## config.mk

```make
export PLATFORM = sky130hd
export DESIGN_NAME = trace_dump_ctrl
export DESIGN_NICKNAME = d
export VERILOG_FILES = /design/src/rtl/trace_dump_ctrl.sv
export SDC_FILE = /design/constraint.sdc
export NUM_CORES = 1
export LEC_CHECK = 0
export ABC_AREA = 1
export BUFFER_PORTS_ARGS = -buffer_cell sky130_fd_sc_hd__clkbuf_2
export CAP_MARGIN = 10
export CORE_MARGIN = 1.5
export CORE_UTILIZATION = 55
export CTS_CLUSTER_DIAMETER = 150
export DETAILED_ROUTE_END_ITERATION = 10
export GPL_ROUTABILITY_DRIVEN = 0
export PLACE_DENSITY = 0.84
export SYNTH_ARGS = -nofsm -noshare
export SYNTH_HDL_FRONTEND = slang
export SYNTH_SLANG_ARGS = --single-unit
export TNS_END_PERCENT = 20
```

## constraint.sdc

```tcl
create_clock -name clk -period 4.4 [get_ports clk]
set_input_delay 0 -clock clk [delete_from_list [all_inputs] [get_ports clk]]
set_output_delay 0 -clock clk [all_outputs]
set_load 0.005 [all_outputs]
```

## src/rtl/trace_dump_ctrl.sv

```systemverilog
// Trace dump controller: streams the 512-entry trace RAM out to a UART, oldest sample first,
// while giving the capture engine absolute priority on the shared RAM port.
module trace_dump_ctrl (
   input  logic       clk,
   input  logic       rst_n,
   input  logic       dump_req,
   input  logic       dump_abort,
   input  logic       cap_done,
   input  logic [8:0] trace_end,
   input  logic       cap_en,
   input  logic       cap_we,
   input  logic [8:0] cap_addr,
   output logic       ram_en,
   output logic       ram_we,
   output logic [8:0] ram_addr,
   input  logic [7:0] ram_rdata,
   output logic [7:0] tx_data,
   output logic       trmt,
   input  logic       tx_done,
   output logic       dump_busy,
   output logic       dump_done,
   output logic       dump_err,
   output logic       clr_cap_done
);

   typedef enum logic [2:0] {IDLE, RD, RDWAIT, SEND, TXWAIT, DONE} state_t;

   state_t     state, state_nx;
   logic [8:0] rd_ptr, rd_ptr_nx;
   logic [9:0] byte_cnt, byte_cnt_nx, byte_cnt_inc;
   logic [7:0] tx_data_nx;
   logic       dump_err_nx;
   logic       dump_rd;

   always_ff @(posedge clk or negedge rst_n) begin
      if (!rst_n) begin
         state    <= IDLE;
         rd_ptr   <= '0;
         byte_cnt <= '0;
         tx_data  <= '0;
         dump_err <= 1'b0;
      end else begin
         state    <= state_nx;
         rd_ptr   <= rd_ptr_nx;
         byte_cnt <= byte_cnt_nx;
         tx_data  <= tx_data_nx;
         dump_err <= dump_err_nx;
      end
   end

   assign byte_cnt_inc = byte_cnt + 10'd1;

   always_comb begin
      state_nx     = state;
      rd_ptr_nx    = rd_ptr;
      byte_cnt_nx  = byte_cnt;
      tx_data_nx   = tx_data;
      dump_err_nx  = 1'b0;
      dump_rd      = 1'b0;
      trmt         = 1'b0;
      dump_done    = 1'b0;
      clr_cap_done = 1'b0;

      // Abort overrides every active state, suppressing that state's strobes.
      if (state != IDLE && dump_abort) begin
         state_nx = IDLE;
      end else begin
         case (state)
            IDLE: begin
               if (dump_req && !dump_abort) begin
                  if (cap_done) begin
                     state_nx    = RD;
                     rd_ptr_nx   = trace_end + 9'd1;
                     byte_cnt_nx = '0;
                  end else begin
                     dump_err_nx = 1'b1;
                  end
               end
            end
            RD: begin
               if (!cap_en) begin
                  dump_rd  = 1'b1;
                  state_nx = RDWAIT;
               end
            end
            RDWAIT: begin
               tx_data_nx = ram_rdata;
               state_nx   = SEND;
            end
            SEND: begin
               trmt     = 1'b1;
               state_nx = TXWAIT;
            end
            TXWAIT: begin
               if (tx_done) begin
                  rd_ptr_nx   = rd_ptr + 9'd1;
                  byte_cnt_nx = byte_cnt_inc;
                  state_nx    = (byte_cnt_inc == 10'd512) ? DONE : RD;
               end
            end
            DONE: begin
               dump_done    = 1'b1;
               clr_cap_done = 1'b1;
               state_nx     = IDLE;
            end
            default: state_nx = IDLE;
         endcase
      end
   end

   assign dump_busy = (state != IDLE);

   assign ram_en   = cap_en | dump_rd;
   assign ram_we   = cap_en & cap_we;
   assign ram_addr = cap_en ? cap_addr : (dump_rd ? rd_ptr : '0);

endmodule

```

==> run_results.csv <==
group,metric,value,unit
power_and_ir_drop,vdd_drop_max,0.000280,V
sta,max_freq,481,MHz
clocking,clkLatencyLatePin,0.34,ns
cells_and_area,syn2layout_area_growth,23.8,%
cells_and_area,drive_gt1_share,22.4,%
global_route,grt_max_degree,32,
routing,vias,2025,
outcome,outcome,"complete, no violations",
worst_setup_path,cp_max_fo,23,
cells_and_area,layout_commonest_cell,"nand2_1",
sta,max_slew_margin,48.9,%
sta,period_minus_slack,2.08,ns
worst_setup_path,r2r-start,"state[2]",
die,io_pins,58,
cells_and_area,nNetsFinal,388,
clocking,clkTransAtPathRegs,0.10,ns
global_route,track_usage,25.7,%
yosys,postSynth.asyncResetShare,100,%
power_and_ir_drop,p_per_area,433,nW/um^2
clocking,cts-root-buf,"clkbuf_4",
worst_hold_path,min_path_cells,4,
clocking,clock-sinks,31,
routing,routed_wl,4410,um
yosys,ys.flop_type,"dfrtp_1",
clocking,postCtsSetupRepairBufs,0,
worst_setup_path,crit_type,"reg2reg",
power_and_ir_drop,power.total,1.05,mW
global_route,grt_pass1_wl,8050,um
cells_and_area,post-route-util,71.9,%
yosys,synth_warnings,0,
yosys,synthesis.nets,319,
cells_and_area,final_cell_mix,"nand2_1, clkbuf_2, inv_1, dfrtp_1, nor2_1",
power_and_ir_drop,power.static_leakage,1.32,nW
power_and_ir_drop,power_frac_clock,15.5,%
worst_setup_path,cp.required,4.66,ns
global_route,grt_overflow,0,
worst_setup_path,startpoint_type,"register",
yosys,ys_seq_area_share,39.7,%
clocking,h-tree-depth,2,
die,chipHeight,62.6,um
yosys,synth-edff-count,0,
worst_hold_path,hold_path_startpoint,"dump_abort",
power_and_ir_drop,power.switching,445,uW
run,max_cap_violations,0,
routing,drt-initial-drc-count,59,
clocking,numCtsBuffers,5,
clocking,cts_resized,0,
die,die_w,62.6,um
sta,tns,0,ns
die,core_area,3360,um^2
power_and_ir_drop,p_seq_share,41.6,%
worst_setup_path,endpoint_kind,"register",
die,dieArea,3920,um^2
routing,route.detailed.drc,0,
power_and_ir_drop,p_comb_share,42.8,%
die,num_rows,21,
yosys,syn_inst,282,
power_and_ir_drop,p_sw_share,42.5,%
routing,postRouteAntennaNets,0,
yosys,syn_avg_cell_area,6.93,um^2
worst_setup_path,startpoint,"state[2]",
sta,rsz0062_at_grt,"no",
yosys,synth_area,1950,um^2
global_route,grt_pass1_vias,1879,
cells_and_area,fillCellCount,289,
sta,maxSlewViolCount,0,
clocking,clockBufferDepth,2,
sta,period_share,47.3,%
worst_setup_path,rr_worst_depth,9,
sta,hold_viol,0,
placement,dp_hpwl,3180,um
sta,worst_slew_pin_slew,0.767,ns
worst_hold_path,hold_end,"state[1]",
routing,first_pass_iters,4,
placement,io_buffers,57,
sta,setup_viol,0,
clocking,cts.hold.buffers_added,12,
cells_and_area,n_antenna_cell,0,
sta,finalClockSkew,0.00701,ns
worst_hold_path,hp-class,"in2reg",
worst_setup_path,r2r_end,"byte_cnt[5]",
worst_setup_path,r2r_setup_slack,2.32,ns
die,initial_core_util,58.1,%
routing,wl_per_cell,11.1,um
global_route,antenna_found_initial,0,
clocking,tritoncts,"yes",
power_and_ir_drop,internal-power,601,uW
sta,hold_ws,0.0656,ns
routing,vias_per_cell,5.09,
worst_setup_path,cp.arrival,2.34,ns
yosys,ys_seq_elements,31,
yosys,synth_cell_types,28,
-- power by group through the flow --
stage / Clock (mW) / Sequential (mW) / Combinational [mW]
2_1_floorplan: 0 / 0.430 / 0.326
3_3_place_gp: 0 / 0.436 / 0.431
3_5_place_dp: 0 / 0.437 / 0.441
4_1_cts: 0.164 / 0.434 / 0.449
5_1_grt: 0.177 / 0.446 / 0.524
6_report: 0.162 / 0.436 / 0.448
-- kinds of logic (layout without fill, tap and decap cells) --
family                   Yosys count  after routing  synth area share [%]
adder cells (fa/ha/maj)            3              3                  1.92
AND/OR/NAND/NOR                  168            168                  36.8
buffers and inverters             40            110                  8.84
flip-flops                        31             31                  39.7
AO/OA/AOI/OAI                     40             40                  12.7
-- worst max-delay path, stage by stage (launching register included) --
cell     delay, ns
dfrtp_1       0.51
inv_1         0.18
nand2_2       0.09
nand2_1       0.10
nand2_1       0.06
nor2_1        0.08
nand2_1       0.23
inv_2         0.36
nand2_1       0.21
o22ai_1       0.17
-- flip-flops by register name (all words and copies together), names as in the netlist --
name	cells
byte_cnt	10
dump_err	1
rd_ptr	9
state	3
tx_data	8
-- cell usage after synthesis, types with 2 or more instances --
master / count / area share, %
buf_2: 3 / 0.77
dfrtp_1: 31 / 40
inv_1: 31 / 6.0
nor2_1: 29 / 5.6
ha_1: 3 / 1.9
nand3_1: 20 / 5.1
o21ai_2: 6 / 2.7
inv_2: 2 / 0.38
nand2_1: 108 / 21
o21ai_0: 21 / 5.4
a21oi_1: 2 / 0.51
buf_4: 2 / 0.77
o22ai_1: 7 / 2.2
nand2_2: 3 / 0.96
-- per-layer routing --
metal	track usage [%]	share of wire, %	vias to the layer above
li1	-	-	1030
met1	33.2	45	919
met2	42.6	48	68
met3	6.67	5.9	8
met4	7.22	1.2	0
met5	0	0	-
-- stage by stage --
stage                     instance area, um^2  std cells  setup slack [ns]
after floorplan                          1950        282              2.75
after global placement                   2250        378              2.46
after detailed placement                 2250        378              2.38
after CTS                                2420        398              2.35
after global routing                     2420        398              2.08
final                                    2420        398              2.32
-- cell type report --
type / count / area (um^2) / area share (%)
Clock buffer: 7 / 45.0 / 1.86
Clock inverter: 1 / 5.00 / 0.207
Inverter: 33 / 124 / 5.12
Multi-Input combinational cell: 211 / 1000 / 41.6
Sequential cell: 31 / 776 / 32.1
Tap cell: 46 / 57.6 / 2.38
Timing Repair Buffer: 69 / 405 / 16.8
-- worst max-delay path by stage --
stage,to,slack [ns],depth (start not counted)
after floorplan,rd_ptr[8],2.75,12
after global placement,byte_cnt[0],2.46,9
after detailed placement,byte_cnt[5],2.38,9
after CTS,byte_cnt[5],2.35,9
after global routing,byte_cnt[5],2.08,9
final,byte_cnt[5],2.32,9
Note: power is estimated with default switching activity, not from simulation.
